$ cat src/rtl/seq_chunk_adder.sv
// Multi-cycle adder: sum = a + b + cin over WIDTH bits, CHUNK bits per clock, LSB chunk first.
// Optional signed-overflow output is built when SEQ_ADD_OVF_EN is defined.
module seq_chunk_adder #(
    parameter int WIDTH = 16,
    parameter int CHUNK = 4
) (
    input  logic             clk,
    input  logic             rst_n,
    input  logic             start,
    input  logic [WIDTH-1:0] a,
    input  logic [WIDTH-1:0] b,
    input  logic             cin,
    output logic             busy,
    output logic             done,
    output logic [WIDTH-1:0] sum,
    output logic             cout
`ifdef SEQ_ADD_OVF_EN
    ,
    output logic             ovf
`endif
);

    localparam int NCHUNK = WIDTH / CHUNK;
    localparam int IDXW   = (NCHUNK > 1) ? $clog2(NCHUNK) : 1;

    // Handshake: start is accepted only while busy=0 (request valid, !busy is ready);
    // busy stays high for NCHUNK cycles, then done pulses one cycle with sum/cout valid.
    typedef enum logic {
        IDLE = 1'b0,
        RUN  = 1'b1
    } state_t;

    state_t state;
    state_t state_n;

    logic             load;
    logic             step;
    logic             last_step;
    logic             last;

    logic [WIDTH-1:0] a_q;
    logic [WIDTH-1:0] b_q;
    logic [WIDTH-1:0] acc;
    logic [WIDTH-1:0] acc_n;
    logic             carry;
    logic [IDXW-1:0]  idx;

    logic [CHUNK-1:0] ca;
    logic [CHUNK-1:0] cb;
    logic [CHUNK:0]   csum;

    assign busy = (state == RUN);
    assign last = (idx == IDXW'(NCHUNK - 1));

    always_ff @(posedge clk or negedge rst_n) begin
        if (!rst_n) begin
            state <= IDLE;
        end else begin
            state <= state_n;
        end
    end

    always_comb begin
        state_n   = state;
        load      = 1'b0;
        step      = 1'b0;
        last_step = 1'b0;
        case (state)
            IDLE: begin
                if (start) begin
                    load    = 1'b1;
                    state_n = RUN;
                end
            end
            RUN: begin
                step = 1'b1;
                if (last) begin
                    last_step = 1'b1;
                    state_n   = IDLE;
                end
            end
            default: state_n = IDLE;
        endcase
    end

    // Chunk select and write-back use constant slices so the per-cycle carry chain stays CHUNK bits.
    always_comb begin
        ca    = '0;
        cb    = '0;
        acc_n = acc;
        for (int i = 0; i < NCHUNK; i++) begin
            if (idx == IDXW'(i)) begin
                ca = a_q[i*CHUNK +: CHUNK];
                cb = b_q[i*CHUNK +: CHUNK];
            end
        end
        csum = {1'b0, ca} + {1'b0, cb} + {{CHUNK{1'b0}}, carry};
        for (int i = 0; i < NCHUNK; i++) begin
            if (idx == IDXW'(i)) begin
                acc_n[i*CHUNK +: CHUNK] = csum[CHUNK-1:0];
            end
        end
    end

    always_ff @(posedge clk or negedge rst_n) begin
        if (!rst_n) begin
            a_q   <= '0;
            b_q   <= '0;
            acc   <= '0;
            carry <= 1'b0;
            idx   <= '0;
            done  <= 1'b0;
            sum   <= '0;
            cout  <= 1'b0;
        end else begin
            done <= last_step;
            if (load) begin
                a_q   <= a;
                b_q   <= b;
                carry <= cin;
                idx   <= '0;
                acc   <= '0;
            end else if (step) begin
                acc   <= acc_n;
                carry <= csum[CHUNK];
                idx   <= last ? '0 : idx + 1'b1;
            end
            // Results move only on completion so they hold through RUN and IDLE.
            if (last_step) begin
                sum  <= acc_n;
                cout <= csum[CHUNK];
            end
        end
    end

`ifdef SEQ_ADD_OVF_EN
    always_ff @(posedge clk or negedge rst_n) begin
        if (!rst_n) begin
            ovf <= 1'b0;
        end else if (last_step) begin
            ovf <= (a_q[WIDTH-1] == b_q[WIDTH-1]) && (acc_n[WIDTH-1] != a_q[WIDTH-1]);
        end
    end
`endif

endmodule

$ cat config.mk
export PLATFORM = sky130hd
export DESIGN_NAME = seq_chunk_adder
export DESIGN_NICKNAME = d
export VERILOG_FILES = /design/src/rtl/seq_chunk_adder.sv
export SDC_FILE = /design/constraint.sdc
export NUM_CORES = 1
export LEC_CHECK = 0
export BUFFER_PORTS_ARGS = -buffer_cell sky130_fd_sc_hd__buf_2
export CORE_ASPECT_RATIO = 2
export CORE_MARGIN = 3
export CORE_UTILIZATION = 50
export CTS_CLUSTER_DIAMETER = 120
export DETAILED_ROUTE_END_ITERATION = 10
export HOLD_SLACK_MARGIN = 0.1
export PLACE_DENSITY = 0.76
export SLEW_MARGIN = 0
export SYNTH_ARGS = -nofsm -noshare
export SYNTH_HDL_FRONTEND = slang
export SYNTH_SLANG_ARGS = --single-unit
$ cat constraint.sdc
create_clock -name clk -period 2.79 [get_ports clk]
set_input_delay 0.279 -clock clk [delete_from_list [all_inputs] [get_ports clk]]
set_output_delay 0.279 -clock clk [all_outputs]
set_load 0.02 [all_outputs]
==> impl_metrics.csv, run 1 <==
group,metric,value,unit
timing,fin_skew,0.00510,ns
yosys,ys_ff_latch,66,
final_layout,num_antenna_cells,0,
detailed_routing,vias_per_cell,5.76,
yosys,synth_area_leaders,"dfrtp_1, mux2_2, o21ai_0",
cts,h-tree-depth,3,
final_layout,area_growth,28.3,%
final_layout,final_core_util,67.4,%
critical_path,cp-startpoint,"idx[0]$_DFFE_PN0P_",
timing,min_period,2.71,ns
detailed_routing,dr.pass1.iters,4,
placement,port_buffers,54,
yosys,ys_types,32,
critical_path,critPathRequiredTime,2.99,ns
yosys,synth_top_area_share,54.1,%
floorplan,io_pins,55,
final_layout,drive_above_1_share,45.4,%
floorplan,die_w,61.2,um
cts,cts_made_buffers,9,
floorplan,start_util,52.5,%
global_routing,grt_pass1_vias,2353,
power,p_int,3.77,mW
global_routing,antenna_found_initial,0,
yosys,yosys_warnings,0,
detailed_routing,ant_nets,0,
floorplan,rows,39,
global_routing,grt_max_degree,36,
final_layout,instances_no_fill,400,
cts,clockBufferDepth,2,
yosys,yosys.area.top_type,"dfrtp_1",
critical_path,path_max_fanout,7,
timing,slew_headroom,51.0,%
critical_path,startpoint_type,"register",
final_layout,final_cell_mix,"dfrtp_1, buf_2, mux2_2, nand2_1, buf_4",
yosys,syn_area,0.00305,mm^2
final_layout,multi_input_area,0.00138,mm^2
cts,cts_tree,"done",
hold_path,hold_class,"input pin to register",
global_routing,grt_usage,21.2,%
yosys,ys_seq_area_share,54.1,%
power,p_total,6.18,mW
critical_path,arrival,2.91,ns
timing,setup_viol,0,
power,switching_power,2.41,mW
yosys,syn_area_per_cell,11.6,um^2
critical_path,end_kind,"register",
detailed_routing,dr_total_vias,2305,
timing,fin_tns_setup,0,ns
floorplan,dieArea,0.00713,mm^2
cts,cts.sinks,66,
timing,hold_viol,0,
global_routing,grt-ovfl-total,0,
timing,fmax,369,MHz
global_routing,grt_pass1_wl,10800,um
yosys,synthesis.nets,307,
cts,worstSkewPairLatency,0.33,ns
power,p_leak,1.82,nW
floorplan,core,0.00581,mm^2
placement,dp_slack,-0.108,ns
hold_path,hold_start,"a[7]",
detailed_routing,wl,6820,um
run_status,outcome,"complete, no violations",
timing,worstMarginPinSlew,0.735,ns
placement,place_congestion,0.822,
critical_path,path_class,"register to register",
critical_path,r2r-start,"idx[0]$_DFFE_PN0P_",
power,switching_share,39.0,%
detailed_routing,drt_iter0_markers,64,
final_layout,final_common_cell,"dfrtp_1",
detailed_routing,drt-wirelength-per-cell,17.1,um
detailed_routing,drc,0,
placement,place_hpwl,4870,um
power,ir_drop,0.920,mV
power,pwr-share-comb,54.5,%
job,max_cap_viol_count,0,
power,power_density,1580,mW/mm^2
final_layout,fill_cells,436,
timing,min_period_over_period,97.1,%
floorplan,die_h,116,um
cts,cts_root_buf,"clkbuf_16",
final_layout,seq_area,0.00165,mm^2
timing,slew_viol_final,0,
timing,worst_slack,0.0796,ns
power,p_seq_share,27.3,%
yosys,synthCells,262,
cts,clk_pin_slew,0.05,ns
placement,dp.cells,380,
final_layout,nets,380,
power,pwr-share-clk,18.2,%
[timing repair]
item	in CTS	in global routing
setup endpoints to repair	18	21
pin swaps	2	7
gates resized for setup	9	19
setup buffers	0	4
endpoints found under the hold margin	31	0
hold buffers	1	0
[final cells by class]
cell class	instances	area share, %
well taps	61	1.95
inverters	7	0.671
repair buffers	79	12.2
clock buffers	13	6.91
multi-input cells	172	35.2
clock inverters	2	0.895
flip-flops and latches	66	42.2
[worst paths after layout]
path / to / slack (ns) / cells past startpoint
max reg2reg: acc[11]$_DFFE_PN0P_ / 0.08 / 12
min reg2reg: sum[8]$_DFFE_PN0P_ / 0.47 / 2
min: a_q[7]$_DFFE_PN0P_ / 0.18 / 2
max: acc[11]$_DFFE_PN0P_ / 0.08 / 12
max in group asynchronous: a_q[5]$_DFFE_PN0P_ / 1.60 / 3
min in group asynchronous: done$_DFF_PN0_ / 0.55 / 2
[synth_stat cells]
library cell / n
mux2_2: 32
or3_4: 1
nand2b_1: 5
a21o_2: 2
a21oi_1: 6
inv_1: 6
o21ai_4: 1
xnor2_1: 1
xor2_1: 1
nand2_1: 30
a221oi_1: 7
mux2i_1: 6
or2_2: 3
fa_1: 2
a211oi_1: 1
a31oi_1: 3
clkbuf_1: 7
buf_2: 7
a32o_1: 6
nand3_1: 3
buf_6: 3
ha_1: 7
nand3b_1: 1
o21ai_0: 24
o31ai_1: 6
nor2b_1: 9
clkinv_1: 1
a22o_1: 3
nor2_1: 9
nor3_1: 2
and3b_4: 1
dfrtp_1: 66
[registers in the layout, summed over array words and instances, names as in the netlist]
name	count
a_q	16
b_q	16
sum	16
acc	12
idx	2
busy	1
carry	1
cout	1
done	1
[kinds of logic after synthesis]
kind of cell / after synthesis / synth area share, %
AOI/OAI and AO/OA: 59 / 13.2
xor gates and xnor gates: 2 / 0.574
adders and majority gates: 9 / 4.18
buffers and inverters: 24 / 3.98
DFF: 66 / 54.1
muxes: 38 / 13.8
and+or+nand+nor: 64 / 10.1
[metal layers]
| layer | routed length [um] | part of all wire (%) | global-route usage [%] |
|---|---|---|---|
| met1 | 2360 | 35 | 20.9 |
| met2 | 3840 | 56 | 37.7 |
| met3 | 309 | 4.5 | 4.98 |
| met4 | 321 | 4.7 | 13.0 |
| met5 | 0 | 0 | 0 |
[power by group through the flow]
stage / Clock (mW) / Combinational, mW / Sequential, mW
2_1_floorplan: 0 / 2.00 / 1.75
3_3_place_gp: 0 / 2.89 / 1.65
3_5_place_dp: 0 / 2.99 / 1.67
4_1_cts: 1.14 / 3.14 / 1.68
5_1_grt: 1.18 / 3.68 / 1.74
6_report: 1.13 / 3.37 / 1.69
[metrics by stage]
stage | hold WS [ns] | area [um^2]
after floorplan | -0.0166 | 3050
after global placement | 0.381 | 3470
after detailed placement | 0.378 | 3470
after CTS | 0.178 | 3830
after global routing | 0.187 | 3910
final | 0.182 | 3910
[worst max-delay path, cell delays in order (launching register included)]
cell and delay (ns):
dfrtp_2 0.42, inv_2 0.07, ha_4 0.16, nor2b_4 0.12, buf_4 0.16, buf_4 0.14, a221oi_2 0.30, o31ai_1 0.14
ha_1 0.29, and3b_4 0.18, or3_4 0.39, nand3_1 0.12, o21ai_0 0.09
No activity file was read; power rests on OpenSTA's default activity.
==> run 2, diff against run 1 <==
Settings changed: CORE_UTILIZATION 50 to 52, PLACE_DENSITY 0.76 to 0.75.
Clock period 2.79 ns to 3.3 ns, I/O delays scaled along.
==> impl_metrics.csv, run 2 (synthesis results as in run 1) <==
group,metric,value,unit
run_status,outcome,"complete, no violations",
detailed_routing,dr_total_vias,2127,
final_layout,fill_cells,473,
cts,clk_pin_slew,0.07,ns
global_routing,grt_pass1_vias,2230,
detailed_routing,vias_per_cell,5.54,
final_layout,drive_above_1_share,36.7,%
placement,place_congestion,0.783,
critical_path,crit_path_end,"sum[2]$_DFFE_PN0P_",
timing,worstMarginPinSlew,0.933,ns
cts,cts_tree,"done",
hold_path,hold_class,"input pin to async pin",
final_layout,stdcell_area,0.00354,mm^2
critical_path,cpMaxStageDelayCell,"fa_1",
timing,min_period_over_period,90.3,%
floorplan,start_util,54.8,%
critical_path,r2r-start,"idx[0]$_DFFE_PN0P_",
job,max_cap_viol_count,0,
timing,fmax,336,MHz
power,ir_drop,0.838,mV
placement,dp_slack,0.196,ns
cts,ctsHoldBuffers,0,
critical_path,cp_cell_sequence,"inv_1, ha_1, nor2b_1, buf_4, a221oi_1, nor3_1, a21oi_1, fa_1, inv_1, fa_1, xnor2_2, nand2_1, o21ai_0, o21ai_0",
timing,rsz0062_at_grt,"false",
cts,worstSkewPairLatency,0.36,ns
critical_path,cpLargestDelayFamily,"adder cells",
floorplan,die_w,60.2,um
final_layout,num_antenna_cells,0,
floorplan,core,0.00556,mm^2
placement,port_buffers,54,
final_layout,seq_area,0.00165,mm^2
final_layout,final_common_cell,"dfrtp_1",
detailed_routing,dr.pass1.iters,4,
floorplan,io_pins,55,
detailed_routing,drt_iter0_markers,75,
cts,cts_setup_buffers,0,
timing,setup_viol,0,
critical_path,reg2reg_slack,0.32,ns
cts,cts.sinks,66,
cts,cts_root_buf,"clkbuf_8",
final_layout,reg_top3,"a_q x16, b_q x16, sum x16",
power,p_total,4.37,mW
global_routing,grt_pass1_wl,10300,um
critical_path,worstSetupPathDepth,14,
detailed_routing,wl,6100,um
critical_path,max_stage_delay,0.45,ns
cts,h-tree-depth,3,
critical_path,startpoint_type,"register",
floorplan,rows,38,
critical_path,rr_worst_depth,14,
critical_path,regToRegEndpoint,"sum[2]$_DFFE_PN0P_",
critical_path,end_kind,"register",
global_routing,grt_usage,20.6,%
detailed_routing,drc,0,
placement,placed_area,0.00337,mm^2
final_layout,multi_input_area,0.00129,mm^2
detailed_routing,ant_nets,0,
cts,cts_made_buffers,9,
critical_path,critPathRequiredTime,3.50,ns
timing,slew_headroom,37.8,%
placement,place_hpwl,4660,um
critical_path,path_class,"register to register",
cts,clockBufferDepth,2,
timing,fin_skew,0.00877,ns
global_routing,antenna_found_initial,0,
critical_path,cp-startpoint,"idx[0]$_DFFE_PN0P_",
detailed_routing,drt-wirelength-per-cell,15.9,um
timing,hold_viol,0,
power,power_density,1230,mW/mm^2
timing,min_period,2.98,ns
final_layout,area_growth,16.2,%
timing,worst_slack,0.320,ns
final_layout,nets,364,
critical_path,arrival,3.18,ns
timing,slew_viol_final,0,
critical_path,path_max_fanout,7,
timing,fin_tns_setup,0,ns
floorplan,dieArea,0.00688,mm^2
global_routing,grt_max_degree,44,
floorplan,die_h,114,um
global_routing,grt-ovfl-total,0,
power,p_leak,1.66,nW
critical_path,path_buf_inv,3,
final_layout,final_cell_mix,"dfrtp_1, buf_2, mux2_2, nand2_1, o21ai_0",
-- run 2: cell count changes in the layout (fill, tap and decap cells not counted), sizes merged --
| cell | before | now |
|---|---|---|
| bufinv | 1 | 0 |
| clkinv | 2 | 4 |
| buf | 78 | 63 |
| dlygate4sd3 | 1 | 0 |
-- run 2: worst min-delay path by stage --
stage               slack [ns]                   to  cells after the start
floorplan                 0.03   a_q[0]$_DFFE_PN0P_                      0
global placement          0.45  sum[13]$_DFFE_PN0P_                      2
detailed placement        0.46   sum[4]$_DFFE_PN0P_                      2
CTS                       0.13   acc[3]$_DFFE_PN0P_                      1
global route              0.18   acc[3]$_DFFE_PN0P_                      1
finish                    0.11   acc[3]$_DFFE_PN0P_                      1
-- run 2: through the flow --
stage / hold slack, ns / cells / utilization (%)
floorplan: 0.0344 / 262 / -
global placement: 0.453 / 368 / 60.6
detailed placement: 0.465 / 368 / 60.6
CTS: 0.133 / 384 / 63.5
global route: 0.185 / 384 / 63.7
finish: 0.111 / 384 / 63.7
-- run 2: final cells by class --
cell class	instances	area share (%)
Tap cell	60	2.12
Multi-Input combinational cell	172	36.4
Sequential cell	66	46.6
Inverter	7	0.741
Timing Repair Buffer	63	9.53
Clock inverter	3	0.424
Clock buffer	13	4.20
-- run 2: repair_timing --
action / 4_1_cts / 5_1_grt
endpoints found under the hold margin: 0 / 0
gates resized for setup: 0 / 2
endpoints found under the setup margin: 0 / 2
-- run 2: routing by layer --
layer  up-vias  global-route usage [%]  share of wire, %
met3        15                    6.55               4.9
met2        47                    35.8                56
li1       1034                       -                 -
met4         0                    10.2               2.7
met1      1031                    21.5                36
met5         -                       0                 0
-- run 2: power by group --
part	internal, mW	total, mW	switching (mW)
clock network	0.290	0.576	0.286
logic	1.07	2.38	1.31
registers	1.19	1.42	0.226
-- run 2: worst register-to-register path, cell delays in order, from the launching register on --
cell and delay (ns):
dfrtp_1 0.41, inv_1 0.11, ha_1 0.22, nor2b_1 0.13, buf_4 0.16, a221oi_1 0.25
nor3_1 0.08, a21oi_1 0.23, fa_1 0.22, inv_1 0.05, fa_1 0.45, xnor2_2 0.25
nand2_1 0.07, o21ai_0 0.09, o21ai_0 0.10
==> run 3, diff against run 2 <==
Settings changed: CORE_UTILIZATION 52 to 45, PLACE_DENSITY 0.75 to 0.67.
==> impl_metrics.csv, run 3 (synthesis results as in run 1) <==
group,metric,value,unit
power,switching_power,1.87,mW
timing,min_period,3.03,ns
detailed_routing,drt_iter0_markers,130,
critical_path,path_class,"register to register",
hold_path,hold_class,"input pin to async pin",
timing,min_period_over_period,91.9,%
power,switching_share,40.2,%
timing,fmax,330,MHz
final_layout,final_common_cell,"dfrtp_1",
cts,cts.sinks,66,
critical_path,max_stage_delay,0.52,ns
floorplan,start_util,47.2,%
final_layout,final_core_util,57.1,%
timing,slew_viol_final,0,
floorplan,die_h,122,um
final_layout,drive_above_1_share,36.2,%
cts,worstSkewPairLatency,0.32,ns
final_layout,area_growth,21.0,%
timing,fin_tns_setup,0,ns
cts,cts_setup_buffers,0,
detailed_routing,dr_total_vias,2108,
global_routing,grt_pass1_vias,2207,
power,p_int,2.79,mW
power,p_total,4.66,mW
detailed_routing,vias_per_cell,5.15,
final_layout,num_antenna_cells,0,
placement,port_buffers,54,
global_routing,antenna_found_initial,0,
final_layout,reg_top3,"a_q x16, b_q x16, sum x16",
placement,dp_slack,0.270,ns
critical_path,arrival,3.23,ns
floorplan,die_w,64.2,um
critical_path,path_buf_inv,2,
critical_path,path_max_fanout,7,
global_routing,grt_pass1_wl,11000,um
cts,cts_made_buffers,9,
timing,worstMarginPinSlew,0.855,ns
power,ir_drop,0.642,mV
critical_path,cpLargestDelayFamily,"adder cells",
critical_path,cpMaxStageDelayCell,"fa_1",
final_layout,nets,363,
floorplan,rows,41,
cts,cts_tree,"done",
detailed_routing,drt-wirelength-per-cell,15.9,um
timing,slew_headroom,43.0,%
power,power_density,1260,mW/mm^2
timing,setup_viol,0,
power,pwr-share-comb,50.4,%
detailed_routing,wl,6490,um
floorplan,dieArea,0.00786,mm^2
global_routing,grt_max_degree,39,
placement,place_congestion,0.765,
global_routing,grt_usage,18.9,%
final_layout,final_cell_mix,"dfrtp_1, buf_2, mux2_2, nand2_1, o21ai_0",
cts,cts_root_buf,"clkbuf_16",
critical_path,cp_cell_sequence,"inv_1, ha_1, nor2b_1, a221oi_1, nor3_1, a21oi_1, fa_1, inv_1, fa_1, mux2i_1, o21ai_0",
power,p_leak,1.71,nW
floorplan,io_pins,55,
power,pwr-share-clk,18.9,%
detailed_routing,ant_nets,0,
timing,worst_slack,0.266,ns
detailed_routing,drc,0,
timing,fin_skew,0.00416,ns
cts,h-tree-depth,3,
critical_path,end_kind,"register",
cts,clk_pin_slew,0.05,ns
timing,rsz0062_at_grt,"false",
timing,hold_viol,0,
global_routing,grt-ovfl-total,0,
job,max_cap_viol_count,0,
floorplan,core,0.00646,mm^2
critical_path,startpoint_type,"register",
power,p_seq_share,30.7,%
detailed_routing,dr.pass1.iters,4,
cts,cts-resized-gates,0,
cts,ctsHoldBuffers,0,
run_status,outcome,"complete, no violations",
critical_path,critPathRequiredTime,3.50,ns
placement,place_hpwl,4860,um
cts,clockBufferDepth,2,
run 3: cell count changes in the layout (fill, tap and decap cells not counted):
cell       before  now
ha_1            6    7
clkbuf_16       0    9
xnor2_1         0    1
ha_2            1    0
buf_4           9    7
clkinv_2        3    2
buf_12          0    1
clkbuf_8       10    3
clkbuf_1        3    2
xnor2_2         1    0
run 3: cell type report:
class / count / area (um^2)
fillers: 631 / 2770
flip-flops and latches: 66 / 1650
multi-input cells: 172 / 1280
repair buffers: 62 / 343
clock buffers: 14 / 274
well taps: 86 / 108
inverters: 7 / 26.3
clock inverters: 2 / 10.0
run 3: path summary, 6_finish.rpt:
kind / from / endpoint / slack [ns] / cells past startpoint
min in group clk: a[1] / a_q[1]$_DFFE_PN0P_ / 0.24 / 2
worst min register to register: sum[14]$_DFFE_PN0P_ / sum[14]$_DFFE_PN0P_ / 0.47 / 2
max in group asynchronous: rst_n / a_q[0]$_DFFE_PN0P_ / 2.54 / 2
worst max register to register: idx[1]$_DFFE_PN0P_ / sum[9]$_DFFE_PN0P_ / 0.27 / 11
worst min-delay path: rst_n / done$_DFF_PN0_ / 0.12 / 1
worst max-delay path: idx[1]$_DFFE_PN0P_ / sum[9]$_DFFE_PN0P_ / 0.27 / 11
run 3: through the flow:
| step | instance area (um^2) | std cells | hold WS, ns |
|---|---|---|---|
| finish | 3690 | 409 | 0.116 |
| global route | 3690 | 409 | 0.189 |
| CTS | 3690 | 409 | 0.133 |
| detailed placement | 3410 | 393 | 0.465 |
| global placement | 3410 | 393 | 0.454 |
| floorplan | 3050 | 262 | 0.0344 |
run 3: metal layers:
| layer | global-route usage, % | vias to the layer above | routed length (um) | part of all wire, % |
|---|---|---|---|---|
| met3 | 4.58 | 9 | 217 | 3.3 |
| met4 | 9.80 | 0 | 162 | 2.5 |
| met5 | 0 | - | 0 | 0 |
| met2 | 34.5 | 44 | 3760 | 58 |
| met1 | 19.7 | 1015 | 2350 | 36 |
| li1 | - | 1040 | - | - |
run 3: power groups by stage:
stage | clock (mW) | sequential [mW] | combinational (mW)
finish | 0.882 | 1.43 | 2.35
global route | 0.943 | 1.48 | 2.65
CTS | 0.911 | 1.44 | 2.38
detailed placement | 0 | 1.45 | 2.36
global placement | 0 | 1.44 | 2.29
floorplan | 0 | 1.48 | 1.69
